## config.mk

```make
export PLATFORM = sky130hd
export DESIGN_NAME = lfsr_share_ctrl
export DESIGN_NICKNAME = d
export VERILOG_FILES = /design/src/rtl/lfsr_share_ctrl.sv
export SDC_FILE = /design/constraint.sdc
export NUM_CORES = 1
export LEC_CHECK = 0
export CORE_MARGIN = 8
export CORE_UTILIZATION = 45
export CTS_BUF_LIST = sky130_fd_sc_hd__clkbuf_16
export CTS_CLUSTER_SIZE = 20
export DETAILED_ROUTE_END_ITERATION = 7
export GPL_TIMING_DRIVEN = 0
export PLACE_DENSITY_LB_ADDON = 0.1
export SYNTH_ARGS = -nofsm -noshare
export SYNTH_HDL_FRONTEND = slang
export SYNTH_SLANG_ARGS = --single-unit
```

## constraint.sdc

```tcl
create_clock -name clk -period 2.3 [get_ports clk]
set_input_delay 0.345 -clock clk [delete_from_list [all_inputs] [get_ports clk]]
set_output_delay 0.345 -clock clk [all_outputs]
set_load 0.02 [all_outputs]
```

## src/rtl/lfsr_share_ctrl.sv

```systemverilog
// Sequencer and round-robin arbiter that shares an external 26-bit LFSR word stream.
// Drives the LFSR through reset, seed load and warm-up, and re-seeds it periodically or on request.
module lfsr_share_ctrl #(
    parameter int          NREQ          = 4,
    parameter logic [25:0] SEED_INIT     = 26'h2A5F3C1,
    parameter int          WARMUP        = 4,
    parameter int          RESEED_PERIOD = 1024
) (
    input  logic            clk,
    input  logic            rst_n,
    input  logic [NREQ-1:0] req,
    output logic [NREQ-1:0] gnt,
    output logic            rnd_vld,
    input  logic            rnd_rdy,
    output logic [3:0]      rnd_id,
    output logic [25:0]     rnd_data,
    input  logic            seed_we,
    input  logic [25:0]     seed_wdata,
    output logic            busy,
    output logic            lfsr_rst_n,
    output logic            lfsr_load,
    output logic [25:0]     lfsr_din,
    input  logic [25:0]     lfsr_q
);

    localparam int          PW        = (NREQ > 1) ? $clog2(NREQ) : 1;
    localparam logic [7:0]  WARM_LAST = 8'(WARMUP - 1);

    typedef enum logic [1:0] {CLR, SEED, WARM, RUN} state_e;

    state_e          state_q, state_d;
    logic [7:0]      warm_cnt_q, warm_cnt_d;
    logic [25:0]     seed_reg_q, seed_reg_d;
    logic            seed_xor_q, seed_xor_d;
    logic [15:0]     word_cnt_q, word_cnt_d;
    logic            reseed_pend_q, reseed_pend_d;
    logic [PW-1:0]   rr_ptr_q, rr_ptr_d;
    logic [NREQ-1:0] gnt_q, gnt_d;
    logic            rnd_vld_q, rnd_vld_d;
    logic [3:0]      rnd_id_q, rnd_id_d;
    logic [25:0]     rnd_data_q, rnd_data_d;
    logic            busy_q, busy_d;
    logic            lfsr_rst_n_q, lfsr_rst_n_d;
    logic            lfsr_load_q, lfsr_load_d;
    logic [25:0]     lfsr_din_q, lfsr_din_d;

    logic            xfer, slot_free, capture, win_found;
    logic [PW-1:0]   win_idx;
    logic [25:0]     seed_src;
    int              scan_idx;

    // Round-robin: first requester above the last winner, wrapping around.
    always_comb begin
        win_found = 1'b0;
        win_idx   = '0;
        scan_idx  = 0;
        for (int i = 1; i <= NREQ; i++) begin
            scan_idx = (int'(rr_ptr_q) + i) % NREQ;
            if (!win_found && req[scan_idx[PW-1:0]]) begin
                win_found = 1'b1;
                win_idx   = scan_idx[PW-1:0];
            end
        end
    end

    // Output slot handshake: a word moves on an edge where rnd_vld and rnd_rdy are both high;
    // while rnd_vld is high and rnd_rdy low, rnd_id/rnd_data hold their value.
    always_comb begin
        state_d       = state_q;
        warm_cnt_d    = warm_cnt_q;
        seed_reg_d    = seed_reg_q;
        seed_xor_d    = seed_xor_q;
        word_cnt_d    = word_cnt_q;
        reseed_pend_d = reseed_pend_q;
        rr_ptr_d      = rr_ptr_q;
        rnd_vld_d     = rnd_vld_q;
        rnd_id_d      = rnd_id_q;
        rnd_data_d    = rnd_data_q;
        gnt_d         = '0;
        capture       = 1'b0;
        xfer          = rnd_vld_q & rnd_rdy;
        slot_free     = ~rnd_vld_q | rnd_rdy;
        seed_src      = seed_xor_q ? (seed_reg_q ^ lfsr_q) : seed_reg_q;

        case (state_q)
            CLR:  state_d = SEED;
            SEED: begin
                state_d    = WARM;
                warm_cnt_d = '0;
            end
            WARM: begin
                if (warm_cnt_q == WARM_LAST) begin
                    state_d = RUN;
                end else begin
                    warm_cnt_d = warm_cnt_q + 8'd1;
                end
            end
            RUN: begin
                if (reseed_pend_q) begin
                    if (slot_free) begin
                        state_d       = SEED;
                        reseed_pend_d = 1'b0;
                    end
                end else if (slot_free && (|req)) begin
                    capture = 1'b1;
                end
            end
            default: state_d = CLR;
        endcase

        if (capture) begin
            gnt_d[win_idx] = 1'b1;
            rnd_vld_d      = 1'b1;
            rnd_id_d       = 4'(win_idx);
            rnd_data_d     = lfsr_q;
            rr_ptr_d       = win_idx;
        end else if (xfer) begin
            rnd_vld_d = 1'b0;
        end

        // Auto re-seed mixes the current LFSR state into the stored seed.
        if (xfer) begin
            if (RESEED_PERIOD != 0 && (int'(word_cnt_q) + 1) == RESEED_PERIOD) begin
                word_cnt_d    = '0;
                reseed_pend_d = 1'b1;
                seed_xor_d    = 1'b1;
            end else begin
                word_cnt_d = word_cnt_q + 16'd1;
            end
        end

        // A software seed always wins over a coincident auto re-seed.
        if (seed_we) begin
            seed_reg_d    = (seed_wdata == '0) ? 26'h1 : seed_wdata;
            seed_xor_d    = 1'b0;
            reseed_pend_d = 1'b1;
            word_cnt_d    = '0;
        end

        busy_d       = (state_d != RUN);
        lfsr_rst_n_d = (state_d != CLR);
        lfsr_load_d  = (state_d == SEED);
        lfsr_din_d   = (state_d == SEED) ? seed_src : '0;
    end

    always_ff @(posedge clk or negedge rst_n) begin
        if (!rst_n) begin
            state_q       <= CLR;
            warm_cnt_q    <= '0;
            seed_reg_q    <= SEED_INIT;
            seed_xor_q    <= 1'b0;
            word_cnt_q    <= '0;
            reseed_pend_q <= 1'b0;
            rr_ptr_q      <= PW'(NREQ - 1);
            gnt_q         <= '0;
            rnd_vld_q     <= 1'b0;
            rnd_id_q      <= '0;
            rnd_data_q    <= '0;
            busy_q        <= 1'b1;
            lfsr_rst_n_q  <= 1'b0;
            lfsr_load_q   <= 1'b0;
            lfsr_din_q    <= '0;
        end else begin
            state_q       <= state_d;
            warm_cnt_q    <= warm_cnt_d;
            seed_reg_q    <= seed_reg_d;
            seed_xor_q    <= seed_xor_d;
            word_cnt_q    <= word_cnt_d;
            reseed_pend_q <= reseed_pend_d;
            rr_ptr_q      <= rr_ptr_d;
            gnt_q         <= gnt_d;
            rnd_vld_q     <= rnd_vld_d;
            rnd_id_q      <= rnd_id_d;
            rnd_data_q    <= rnd_data_d;
            busy_q        <= busy_d;
            lfsr_rst_n_q  <= lfsr_rst_n_d;
            lfsr_load_q   <= lfsr_load_d;
            lfsr_din_q    <= lfsr_din_d;
        end
    end

    assign gnt        = gnt_q;
    assign rnd_vld    = rnd_vld_q;
    assign rnd_id     = rnd_id_q;
    assign rnd_data   = rnd_data_q;
    assign busy       = busy_q;
    assign lfsr_rst_n = lfsr_rst_n_q;
    assign lfsr_load  = lfsr_load_q;
    assign lfsr_din   = lfsr_din_q;

endmodule

```

==> results of run 1 <==
==> timing repair <==
| action | CTS | global route |
|---|---|---|
| endpoints found under the hold margin | 42 | 0 |
| setup endpoints to repair | 0 | 15 |
| resized for setup | 0 | 4 |
| setup buffers | 0 | 0 |
| hold buffers | 1 | 0 |
==> cells in the mapped netlist, drive strengths merged (3+ instances only) <==
library cell	number	share of area (%)
buf	10	1.1
xnor2	3	0.51
nand3	12	1.2
nor3	3	0.29
dfrtp	101	49
nand2	120	8.7
inv	4	0.29
nor4	8	0.97
nor2b	4	0.49
dfstp	17	8.7
a21o	5	0.73
nand2b	4	0.49
mux2	26	5.7
and2	5	0.61
nor2	61	4.5
clkbuf	15	1.1
o21ai	7	0.68
and3	5	0.61
a21oi	4	0.39
and4	6	1.2
xor2	43	7.3
nand4	10	1.2
==> worst max-delay path, stage by stage, from the launching register on <==
cell     delay, ns
dfrtp_1       0.42
ha_2          0.25
or4b_1        0.46
nor4_2        0.20
nor3b_1       0.14
buf_2         0.20
nand4_1       0.12
xor2_1        0.16
nor2_1        0.05
==> path summary, 6_finish.rpt <==
| path | depth (start not counted) | startpoint | to |
|---|---|---|---|
| setup / recovery | 8 | warm_cnt_q[1] | warm_cnt_q[3] |
| hold / removal | 2 | rst_n | gnt[0] |
| setup reg to reg | 8 | warm_cnt_q[1] | warm_cnt_q[3] |
| hold reg to reg | 2 | rnd_data[2] | rnd_data[2] |
| max in group asynchronous | 3 | rst_n | seed_reg_q[21] |
| min in group clk | 2 | rnd_data[2] | rnd_data[2] |
==> state kept, by name, summed over array words and instances, names as in the netlist, 4 cells and up <==
signal	flops
rnd_data	26
word_cnt_q	16
lfsr_din	26
seed_reg_q	26
gnt	4
warm_cnt_q	8
==> metrics by stage <==
stage | std cells | setup TNS (ns) | hold slack (ns) | total power, µW | worst slack (ns)
finish | 796 | 0 | 0.451 | 8240 | 0.165
global route | 796 | 0 | 0.495 | 8650 | 0.00773
CTS | 796 | 0 | 0.457 | 8320 | 0.0510
detailed placement | 763 | -8.77 | 0.329 | 5890 | -0.365
global placement | 762 | -418.46 | 0.461 | 5830 | -3.70
floorplan | 499 | 0 | 0.0494 | 4420 | 0.412
==> cells in the final DEF, fill, tap and decap left out, types with 2 or more instances in the layout <==
cell type and n:
and2_1 5, xnor2_1 3, nor4_1 7, buf_6 2
nand4_1 10, and4_1 2, nor3_1 3, a21o_1 5
dfstp_2 17, a21oi_1 4, inv_1 4, buf_2 2
a22o_1 2, clkinv_1 4, o21ai_0 7, nand3_1 12
clkbuf_16 17, nor2_1 60, clkbuf_1 13, clkbuf_2 2
clkinvlp_4 3, mux2_2 26, dfrtp_1 101, and4_4 4
clkinv_4 2, buf_1 5, nor2b_1 4, a41oi_1 2
buf_4 2, or3_1 2, xor2_1 43, and3_1 5
nand2b_1 4, clkdlybuf4s50_1 119, conb_1 3, nand2_1 120
clkinv_2 4
==> routing by layer <==
layer	track usage [%]	part of all wire, %	vias up
met5	0	0	-
met4	8.23	2.0	0
met3	8.04	7.6	21
met2	29.9	50	108
met1	21.1	41	1944
li1	-	-	1928
==> kinds of logic after synthesis <==
kind of cell,Yosys count
buffers and inverters,29
xor gates and xnor gates,46
muxes,26
adders and majority gates,2
and+or+nand+nor,244
AOI/OAI and AO/OA,31
DFF,118
other,2
==> power groups by stage <==
stage	sequential, µW	clock, µW	combinational (µW)
2_1_floorplan	3560	0	860
3_3_place_gp	3010	0	2820
3_5_place_dp	3020	0	2860
4_1_cts	3000	2440	2880
5_1_grt	3060	2520	3070
6_report	3000	2400	2840
==> cell type report <==
| cell class | count | area (µm²) | area share, % |
|---|---|---|---|
| well taps | 143 | 179 | 2.51 |
| clock inverters | 15 | 114 | 1.60 |
| multi-input cells | 352 | 2060 | 28.9 |
| clock buffers | 17 | 425 | 5.97 |
| flip-flops and latches | 118 | 2970 | 41.8 |
| repair buffers | 122 | 1240 | 17.4 |
| plain buffers | 25 | 114 | 1.60 |
| inverters | 4 | 15.0 | 0.211 |
==> impl_metrics.yaml, run 1 <==
run_status:
  outcome: "complete, no violations"
grt:
  overflow: 0
  grt_first_pass_wirelength_um: 21300
  grt_max_degree: 68
  antenna_found_initial: 0
  grt_pass1_vias: 4189
  grt.total_usage_pct: 18.5
sta:
  worstMarginPinSlew_ns: 0.846
  relSlewSlack_pct: 42.9
  rsz0062_at_grt: "false"
  finalSetupViolCount: 0
  fin_crit_ns: 2.13
  max_freq_mhz: 468
  hold_viol_final: 0
  fin_skew_ns: 0.00551
  period_share_pct: 92.8
  slew_violations: 0
yosys:
  syn_avg_cell_area_um2: 10.3
  syn_area_um2: 5150
  synth_edf_count: 0
  ys_ff_latch: 118
  async_flop_share_pct: 100
  ys_seq_area_share_pct: 57.8
  synthXorXnorAreaFrac_pct: 7.83
  synth_top_family_by_area: "simple AND/OR/NAND/NOR gates"
  synthesis.instances: 498
  yosysUniqueCellTypes: 48
  synth_compound_area_share_pct: 4.40
  synthFlopType: "dfrtp_1"
  yosys_warnings: 0
  yosys.area_share.simple_pct: 21.2
  synth.area.mux_share_pct: 5.69
  synth_fa_ha_area_share_pct: 0.486
hold_path:
  hp-class: "input port to async pin"
placement:
  portBuffers: 120
  hpwl_um: 9670
  place.gp.congestion: 0.878
  placed_area_um2: 6560
critical_path:
  critPathCaptureType: "flop"
  required_ns: 2.58
  worstSetupPathType: "flop to flop"
  critPathLaunchType: "flop"
  cp.arrival_ns: 2.42
  crit_fanout: 10
  r2r_slack_ns: 0.17
route:
  drt_iter0_drc: 266
  drc_errors: 0
  drtAntennaViolNets: 0
  routed-via-count: 4001
  vias_per_cell: 5.03
  wl_um: 13300
  drt-wirelength-per-cell_um: 16.7
  drtPass1Iterations: 4
floorplanning:
  die_width_um: 123
  die_y_um: 123
  start_util_pct: 45.7
  die_area_um2: 15100
  core_um2: 11300
  ios: 124
  rows: 39
final_layout:
  finish.utilization_pct: 63.2
  layout-drive-gt1-share_pct: 13.8
  syn_to_final_growth_pct: 38.3
  fin_nets: 702
  final_area_um2: 7120
  fill_cells: 964
  diodes: 0
power_and_ir_drop:
  peakVddDrop_v: 0.000755
  pwr-share-comb_pct: 34.5
  p_leak_uw: 0.00313
  p_sw_uw: 2840
  power.share.sequential_pct: 36.4
  p_int_uw: 5400
  swShare_pct: 34.5
  p_clk_share_pct: 29.1
  power_density_nw_per_um2: 1160
clocking:
  clk_pin_slew_ns: 0.05
  htreeDepth: 4
  cts_tree: "done"
  clock_path_buffers: 2
  clock_latency_ns: 0.41
  clockRootBuffer: "clkbuf_16"
  cts.sinks: 118
  cts_buffers: 17
job:
  cap_viol_max_count: 0
Power figures use the tool's default switching activity.
==> inputs of run 2 (changes only) <==
--- a/config.mk
+++ b/config.mk
@@ -6,7 +6,7 @@
 export NUM_CORES = 1
 export LEC_CHECK = 0
 export CORE_MARGIN = 8
-export CORE_UTILIZATION = 45
+export CORE_UTILIZATION = 50
 export CTS_BUF_LIST = sky130_fd_sc_hd__clkbuf_16
 export CTS_CLUSTER_SIZE = 20
 export DETAILED_ROUTE_END_ITERATION = 7
==> run 2 against run 1 <==
  * Final cell count decreased by 0.88%
  * Combinational power about the same
  * Global-route usage increased by 1.5 points
  * Clock power increased by 2%
  * Largest cell class unchanged
  * Largest power group unchanged
  * Clock-buffer cell count unchanged
  * First-iteration DRC count unchanged
==> impl_metrics.yaml, run 2 (synthesis gave the netlist of run 1 again) <==
run_status:
  outcome: "complete, no violations"
route:
  drt_iter0_drc: 266
  drtPass1Iterations: 4
  wl_um: 13300
  drtAntennaViolNets: 0
  routed-via-count: 4002
  drt-wirelength-per-cell_um: 16.9
  vias_per_cell: 5.07
  drc_errors: 0
sta:
  relSlewSlack_pct: 40.8
  setup_tns_ns: 0
  max_freq_mhz: 469
  slew_violations: 0
  fin_crit_ns: 2.13
  hold_viol_final: 0
  rsz0062_at_grt: "false"
  period_share_pct: 92.7
  finalSetupViolCount: 0
  fin_skew_ns: 0.0131
  worstMarginPinSlew_ns: 0.877
final_layout:
  diodes: 0
  syn_to_final_growth_pct: 38.3
  mostFrequentLayoutCell: "nand2_1"
  instances_no_fill: 789
  fill_cells: 760
  fin_nets: 702
  layout-drive-gt1-share_pct: 13.3
  final_cell_mix: "nand2_1, clkdlybuf4s50_1, dfrtp_1"
critical_path:
  path_buf_inv: 3
  slowest_delay_ns: 0.56
  worstSetupPathType: "input port to flop"
  reg2reg_depth: 7
  path_delay_family: "buffers and inverters"
  critPathCaptureType: "flop"
  r2r_slack_ns: 0.18
  required_ns: 2.65
  critPathLaunchType: "input port"
  crit_path_start: "req[3]"
  worstReg2RegStart: "warm_cnt_q[0]"
  crit_fanout: 10
  slowest_stage: "nor4_1"
  cp_cell_sequence: "clkdlybuf4s50_1, nor4_1, or3_1, clkbuf_1, clkbuf_1, nand2_1, nand2_1"
  reg2reg_to: "warm_cnt_q[4]"
  cp.arrival_ns: 2.48
power_and_ir_drop:
  swShare_pct: 33.7
  pwr-share-comb_pct: 34.2
  p_sw_uw: 2800
  peakVddDrop_v: 0.000797
  power.share.sequential_pct: 36.3
  p_int_uw: 5490
  p_clk_share_pct: 29.5
  power_density_nw_per_um2: 1160
  p_leak_uw: 0.00314
clocking:
  htreeDepth: 4
  cts_setup_buffers: 0
  cts_tree: "done"
  clockRootBuffer: "clkbuf_16"
  clock_path_buffers: 2
  cts.sinks: 118
  clock_latency_ns: 0.42
  cts_buffers: 17
  clk_pin_slew_ns: 0.05
floorplanning:
  core_um2: 10100
  die_y_um: 117
  start_util_pct: 50.8
  die_area_um2: 13800
  rows: 37
  ios: 124
  die_width_um: 117
grt:
  antenna_found_initial: 0
  grt_first_pass_wirelength_um: 22100
  grt_max_degree: 67
  overflow: 0
  grt.total_usage_pct: 20.0
  grt_pass1_vias: 4447
job:
  cap_viol_max_count: 0
placement:
  portBuffers: 120
  place_inst: 756
  place.gp.congestion: 0.813
  hpwl_um: 9760
hold_path:
  hp-class: "input port to async pin"
[run 2: how the worst max path moves through the flow]
stage                     slack [ns]  cells after the start             to
after detailed placement       -0.33                      6         gnt[2]
after global placement         -3.66                      1     lfsr_rst_n
after floorplan                 0.41                      8  warm_cnt_q[5]
final                           0.17                      7   rnd_data[15]
after global routing            0.02                      8  warm_cnt_q[5]
after CTS                       0.08                      7  warm_cnt_q[4]
[run 2: metrics by stage]
step | util, % | hold slack [ns] | power (µW) | worst slack [ns] | instance area, µm²
3_3_place_gp | 64.3 | 0.459 | 5810 | -3.66 | 6520
2_1_floorplan | - | 0.0494 | 4420 | 0.412 | 5150
6_report | 70.3 | 0.459 | 8290 | 0.169 | 7120
4_1_cts | 70.1 | 0.469 | 8370 | 0.0803 | 7110
3_5_place_dp | 64.6 | 0.331 | 5890 | -0.326 | 6550
5_1_grt | 70.3 | 0.490 | 8730 | 0.0167 | 7120
[run 2: worst register-to-register path: stages (launching register included)]
cell and delay, ns:
dfrtp_1 0.41, ha_2 0.25, or4b_1 0.47, nor4_2 0.20, nor3b_1 0.13, buf_2 0.20, a41oi_1 0.26, a21oi_1 0.09
[run 2: area by class of cell]
class	count	area [µm²]	share of cell area [%]
flip-flops and latches	118	2970	41.8
multi-input cells	352	2060	28.9
repair buffers	122	1240	17.4
clock buffers	17	425	5.97
well taps	136	170	2.39
clock inverters	15	124	1.74
plain buffers	25	115	1.62
inverters	4	15.0	0.211
[run 2: routing by layer]
| layer | vias to the layer above | GRT usage, % | part of all wire [%] |
|---|---|---|---|
| met3 | 15 | 7.96 | 6.7 |
| met1 | 1964 | 21.2 | 39 |
| met5 | - | 0 | 0 |
| met2 | 94 | 35.0 | 53 |
| met4 | 0 | 7.85 | 1.7 |
| li1 | 1929 | - | - |
[run 2: power by group through the flow]
stage               Combinational [µW]  Sequential, µW  Clock [µW]
detailed placement                2850            3040           0
CTS                               2880            3010        2480
global placement                  2800            3020           0
finish                            2840            3010        2440
global route                      3070            3080        2590
floorplan                          860            3560           0
[run 2: what timing repair did]
action,in CTS,in global routing
setup endpoints to repair,0,18
hold endpoints to repair,47,0
hold buffers,1,0
gates resized for setup,0,5
==> inputs of run 3 (changes only) <==
--- a/config.mk
+++ b/config.mk
@@ -6,11 +6,12 @@
 export NUM_CORES = 1
 export LEC_CHECK = 0
 export CORE_MARGIN = 8
-export CORE_UTILIZATION = 50
+export CORE_UTILIZATION = 41
 export CTS_BUF_LIST = sky130_fd_sc_hd__clkbuf_16
 export CTS_CLUSTER_SIZE = 20
 export DETAILED_ROUTE_END_ITERATION = 7
 export GPL_TIMING_DRIVEN = 0
+export HOLD_SLACK_MARGIN = 0.05
 export PLACE_DENSITY_LB_ADDON = 0.1
 export SYNTH_ARGS = -nofsm -noshare
 export SYNTH_HDL_FRONTEND = slang
==> run 3 against run 2 <==
  * Hold slack worse by 0.055 ns
  * Final cell count is 4.6% higher
  * Flip-flop and latch count stayed put
  * Die area is 19% higher
  * Sequential share of layout area is 0.56 points lower
  * Combinational power hardly changed
  * Critical path depth is 1 higher
  * Largest power group unchanged
==> impl_metrics.yaml, run 3 (synthesis gave the netlist of run 1 again) <==
critical_path:
  cp.arrival_ns: 2.40
  critPathCapture: "warm_cnt_q[5]"
  path_delay_family: "simple AND/OR/NAND/NOR gates"
  required_ns: 2.57
  slowest_stage: "or4b_1"
  critPathCaptureType: "flop"
  crit_path_start: "warm_cnt_q[0]"
  path_buf_inv: 1
  worstSetupPathType: "flop to flop"
  worstReg2RegStart: "warm_cnt_q[0]"
  crit_cells: 8
  reg2reg_depth: 8
  crit_fanout: 10
  cp_cell_sequence: "ha_2, or4b_1, nor4_2, nor3b_1, buf_2, nand4_1, xor2_1, nor2_1"
  reg2reg_to: "warm_cnt_q[5]"
  r2r_slack_ns: 0.16
  critPathLaunchType: "flop"
  slowest_delay_ns: 0.46
grt:
  grt.total_usage_pct: 17.3
  grt_max_degree: 84
  grt_pass1_vias: 4296
  grt_first_pass_wirelength_um: 21900
  overflow: 0
  antenna_found_initial: 0
sta:
  relSlewSlack_pct: 43.4
  period_share_pct: 92.9
  fin_skew_ns: 0.00805
  fin_crit_ns: 2.14
  hold_ws_ns: 0.404
  finalSetupViolCount: 0
  setup_tns_ns: 0
  worstMarginPinSlew_ns: 0.838
  rsz0062_at_grt: "false"
  max_freq_mhz: 468
  hold_viol_final: 0
  slew_violations: 0
floorplanning:
  core_um2: 12500
  rows: 41
  die_area_um2: 16400
  start_util_pct: 41.3
  die_y_um: 128
  die_width_um: 128
  ios: 124
placement:
  place.gp.congestion: 0.807
  hpwl_um: 9760
  portBuffers: 120
  place_inst: 792
clocking:
  clk_pin_slew_ns: 0.05
  cts_buffers: 17
  htreeDepth: 4
  clockRootBuffer: "clkbuf_16"
  cts.sinks: 118
  clock_latency_ns: 0.41
  clock_path_buffers: 2
  cts_tree: "done"
route:
  drc_errors: 0
  vias_per_cell: 4.82
  drt_iter0_drc: 235
  wl_um: 13300
  drt-wirelength-per-cell_um: 16.1
  routed-via-count: 3973
  drtAntennaViolNets: 0
  drtPass1Iterations: 4
final_layout:
  fin_nets: 702
  syn_to_final_growth_pct: 40.2
  fill_cells: 1088
  final_cell_mix: "nand2_1, clkdlybuf4s50_1, dfrtp_1"
  mostFrequentLayoutCell: "nand2_1"
  finish.utilization_pct: 57.9
  instances_no_fill: 825
  diodes: 0
  layout-drive-gt1-share_pct: 13.8
power_and_ir_drop:
  p_total_uw: 8510
  peakVddDrop_v: 0.000644
  power_density_nw_per_um2: 1180
  p_leak_uw: 0.00317
hold_path:
  hp-class: "input port to async pin"
run_status:
  outcome: "complete, no violations"
job:
  cap_viol_max_count: 0
==> run 3: cell types whose count changed in the layout (fill, tap and decap cells not counted), sizes merged <==
cell      delta
buf          +1
bufinv       +2
clkbuf       -1
clkinv       -1
clkinvlp     -1
==> run 3: worst register-to-register path, cell delays in order (launching register included) <==
cell and delay, ns:
dfrtp_1 0.42, ha_2 0.25, or4b_1 0.46, nor4_2 0.19, nor3b_1 0.13, buf_2 0.20, nand4_1 0.12, xor2_1 0.17
nor2_1 0.06
==> run 3: worst min-delay path by stage <==
| stage | start | end |
|---|---|---|
| finish | rst_n | word_cnt_q[9] |
| global route | rst_n | word_cnt_q[8] |
| CTS | rst_n | word_cnt_q[9] |
| detailed placement | rst_n | word_cnt_q[9] |
| global placement | rnd_data[10] | rnd_data[10] |
| floorplan | rst_n | gnt[0] |
==> run 3: layout make-up <==
class                      count  area [µm²]  share of cell area [%]
sequential                   118        2970                    41.2
multi-input combinational    352        2070                    28.6
timing repair buffer         122        1240                    17.2
clock buffer                  17         425                    5.89
tap                          172         215                    2.98
clock inverter                15         171                    2.37
buffer                        25         114                    1.58
inverter                       4        15.0                   0.208
==> run 3: routing by layer <==
layer	part of all wire, %	vias to the layer above	GRT usage, %
met4	1.6	0	6.78
met3	7.5	16	7.53
met1	41	1931	18.9
met2	50	94	28.8
li1	-	1932	-
met5	0	-	0
==> run 3: power by group <==
part | internal [µW] | switching (µW) | leakage [µW] | total [µW]
clock | 1780 | 894 | 0.000305 | 2670
sequential | 2690 | 312 | 0.00148 | 3000
combinational | 1250 | 1590 | 0.00138 | 2830
==> run 3: what timing repair did <==
item	CTS	global route
hold buffers	1	0
hold endpoints to repair	33	0
resized for setup	0	5
setup buffers	0	0
setup endpoints to repair	0	37
==> run 3: through the flow <==
step	cell area [µm²]	setup slack, ns
2_1_floorplan	5150	0.412
3_3_place_gp	6570	-3.80
3_5_place_dp	6600	-0.431
4_1_cts	7200	0.00358
5_1_grt	7220	0.0124
6_report	7220	0.163
==> edit 1 (flow settings as in run 3) <==
Set the parameter `NREQ` to 2 (it was 4).
--- a/src/rtl/lfsr_share_ctrl.sv
+++ b/src/rtl/lfsr_share_ctrl.sv
@@ -3,3 +3,3 @@
 module lfsr_share_ctrl #(
-    parameter int          NREQ          = 4,
+    parameter int          NREQ          = 2,
     parameter logic [25:0] SEED_INIT     = 26'h2A5F3C1,
Ports: changed (resized gnt and req); port bits go from 124 to 120. No check against the original RTL was run, so the function may have changed too.
==> edit 1 against run 3 <==
Worst setup slack got worse by 43 ps; sequential cell count fell by 4; final area fell by 2.4%; die area fell by 1.4%; area after synthesis fell by 1.6%; power fell by 5.5%; wire length fell by 2.9%; via count fell by 4.9%; utilization rose by 0.52 points.
==> edit 1: results (changes against run 3) <==
xor and xnor fraction of the mapped netlist area=6.74% (was 7.83%); vias per cell=4.92 (was 4.82); initial DRC count=218 (was 235); biggest cell delay along the critical path=420 ps (was 460 ps); mux cell area share after synthesis=11.8% (was 5.69%); R2R setup slack=120 ps (was 160 ps); Synth Instances=447 (was 498); LEAKAGE=0.00293 uW (was 0.00317 uW); status=finished clean (unchanged); crit-path max FO=6 (was 10); Clk pwr share=30.3% (was 31.4%); reg-to-reg endpoint=reseed_pend_q$_DFF_PN0_ (was warm_cnt_q[5]$_DFFE_PN0P_); DP HPWL=9450 um (was 9760 um); antenna diode instance count=0 (unchanged); Internal=5470 uW (was 5720 uW); peak supply drop=585 uV (was 644 uV); # placed instances=733 (was 792); dpl cell area=6470 um^2 (was 6600 um^2); clock skew=6.90 ps (was 8.05 ps); synth unique cells=50 (was 48); Least-Margin Pin Slew=675 ps (was 838 ps); R2R depth=7 (was 8); gpl congestion=0.868 (was 0.807); dominant cells by area after synthesis=dfrtp_1 (48%), mux2_2 (11%), dfstp_2 (8.3%) (was dfrtp_1 (49%), nand2_1 (8.7%), dfstp_2 (8.7%)); P_clk=2440 uW (was 2670 uW); Synth Area in Adders=0.494% (was 0.486%); slowest stage cell on the critical path=dfrtp_2 (was or4b_1); IO Port Bufs=115 (was 120); count of flip-flops with a built-in enable after synthesis=0 (unchanged); Commonest cells post-synth=dfrtp_1 (98), mux2_2 (51), nand2_1 (50), nor2_1 (50), xor2_1 (35) (was nand2_1 (120), dfrtp_1 (101), nor2_1 (60)); Synth Area in Compound Gates=4.74% (was 4.40%); largest net degree at the start of global routing=64 (was 84); r2r startpoint=word_cnt_q[0]$_DFFE_PN0P_ (was warm_cnt_q[0]$_DFFE_PN0P_); Routed WL=12900 um (was 13300 um); vias in the first global route=4119 (was 4296); first-pass GRT wire length=21500 um (was 21900 um); WL/cell=16.8 um (was 16.1 um); sequential power=2870 uW (was 3000 uW); worst hold slack=450 ps (was 404 ps); GRT Total Usage=17.1% (was 17.3%)
-- edit 1: cell types whose count changed after synthesis, sizes merged, moves of 3 or more --
cell   delta
nand4     -3
xor2      -8
mux2     +26
a21oi     +4
nand3     +5
o21ai    +12
nand2    -70
or3       +5
a21o      -5
nor2b     -3
dfrtp     -3
nor2     -11
-- edit 1: final cells by class --
| cell class | instances | area (um^2) |
|---|---|---|
| tap | 168 | 210 |
| clock inverter | 15 | 125 |
| sequential | 114 | 2880 |
| buffer | 27 | 160 |
| timing repair buffer | 119 | 1200 |
| inverter | 5 | 18.8 |
| fill | 1041 | 5010 |
| clock buffer | 17 | 425 |
| multi-input combinational | 303 | 2030 |
-- edit 1: logic make-up after synthesis --
kind of cell             Yosys count
AO/OA/AOI/OAI                     40
XOR/XNOR                          39
adder cells (fa/ha/maj)            2
buffers and inverters             32
flip-flops                       114
multiplexers                      53
other                              2
AND/OR/NAND/NOR                  165
-- edit 1: repair_timing --
item                       4_1_cts  5_1_grt
setup buffers                    0        2
resized for setup                0        6
hold endpoints to repair        46        0
setup endpoints to repair        0        4
hold buffers                     1        0
-- edit 1: per-stage QoR --
step,worst slack [ps],utilization [%],TNS [ps]
2_1_floorplan,234,-,0
3_3_place_gp,-3600,53.4,-390890
3_5_place_dp,-264,53.6,-4170
4_1_cts,9.51,58.3,0
5_1_grt,5.29,58.4,0
6_report,120,58.4,0
-- edit 1: worst register-to-register path: cells and delay by family, from the launching register on --
family | cells | cell delay, ps
and+or+nand+nor | 3 | 750
DFF | 1 | 420
adders and majority gates | 1 | 220
AOI/OAI and AO/OA | 3 | 670
-- edit 1: layer usage --
metal  GRT usage, %  wire [um]
met1           19.2       5230
met5              0          0
met4           6.16        195
met3           7.95       1040
met2           28.2       6460
==> edit 2 (config.mk and constraints of run 3) <==
Made on the original files. Re-encode `state_e` (4 states) as one-hot, 4 bits wide.
--- a/src/rtl/lfsr_share_ctrl.sv
+++ b/src/rtl/lfsr_share_ctrl.sv
@@ -28,3 +28,3 @@
 
-    typedef enum logic [1:0] {CLR, SEED, WARM, RUN} state_e;
+    typedef enum logic [3:0] {CLR = 4'b0001, SEED = 4'b0010, WARM = 4'b0100, RUN = 4'b1000} state_e;
 
Behaviour: no difference found for any inputs over 10 cycles, from zero or initial values and one cycle with rst_n low; not proved beyond that.
==> edit 2 against run 3 <==
Wire length up 3.4%; critical path type unchanged; worst setup slack worse by 49 ps; sequential cell count up 2; global-route usage about the same; worst hold slack better by 12 ps; final area up 3.9%; area after synthesis up 3.9%.
Power is not compared: it rests on default switching activity, and its combinational part moved more than twofold at a synthesized area within 25%.
==> edit 2: results (changes against run 3) <==
xor and xnor fraction of the mapped netlist area=7.04% (was 7.83%); flops & latches, synth=120 (was 118); Resize count post-CTS=3 (was 0); slowest stage cell on the critical path=dfrtp_1 (was or4b_1); initial DRC count=219 (was 235); status=finished clean (unchanged); Initial DRT Pass Iterations=5 (was 4); biggest cell delay along the critical path=410 ps (was 460 ps); dominant cells by area after synthesis=dfrtp_1 (48%), mux2_2 (11%), dfstp_2 (8.8%) (was dfrtp_1 (49%), nand2_1 (8.7%), dfstp_2 (8.7%)); Routed WL=13800 um (was 13300 um); multi-input combinational area share=29.3% (was 28.6%); clock skew=7.01 ps (was 8.05 ps); Synth Area in Adders=0.468% (was 0.486%); Synth Area in Compound Gates=6.08% (was 4.40%); Least-Margin Pin Slew=1180 ps (was 838 ps); synth unique cells=52 (was 48); first-pass GRT wire length=22200 um (was 21900 um); GRT Total Usage=17.3% (about the same); Reg area=3030 um^2 (was 2970 um^2); Synth Instances=480 (was 498); dpl cell area=6800 um^2 (was 6600 um^2); largest net degree at the start of global routing=79 (was 84); multi-input gate count=324 (was 352); gpl congestion=0.836 (was 0.807); R2R setup slack=110 ps (was 160 ps); crit-path max FO=5 (was 10); Signal buf overhead=18.4% (was 18.7%); share of post-route cells with drive strength above 1=19.9% (was 13.8%); routed vias=4142 (was 3973); mux cell area share after synthesis=11.7% (was 5.69%); register area share after synthesis=56.5% (was 57.8%); fin nets=686 (was 702); DP HPWL=9900 um (was 9760 um); Layout clock area frac=8.45% (was 8.27%); # placed instances=774 (was 792); Fillers=1112 (was 1088); CP Buf/Inv Count=0 (was 1)
## edit 2: cell types whose count changed after synthesis, sizes merged, moves of 4 or more
cell | before | now
mux2i | 0 | 4
xnor2 | 3 | 7
nand3 | 12 | 16
nand2 | 120 | 46
xor2 | 43 | 36
and4 | 6 | 1
inv | 4 | 11
mux2 | 26 | 52
o21ai | 7 | 14
a21oi | 4 | 9
## edit 2: per-stage QoR
stage                     hold slack (ps)  setup WS (ps)  util (%)
after floorplan                      49.4            257         -
after global routing                  450          -12.7      59.2
final                                 416            114      59.2
after global placement                462          -3850      53.4
after detailed placement              291           -473      53.7
after CTS                             426           13.7      58.8
## edit 2: routing by layer
metal	vias up	routed length, um	part of all wire (%)	track usage [%]
met5	-	0	0	0
met4	0	146	1.1	5.81
met3	12	1340	9.7	9.26
met2	123	6710	49	27.6
met1	2074	5570	40	19.3
li1	1933	-	-	-
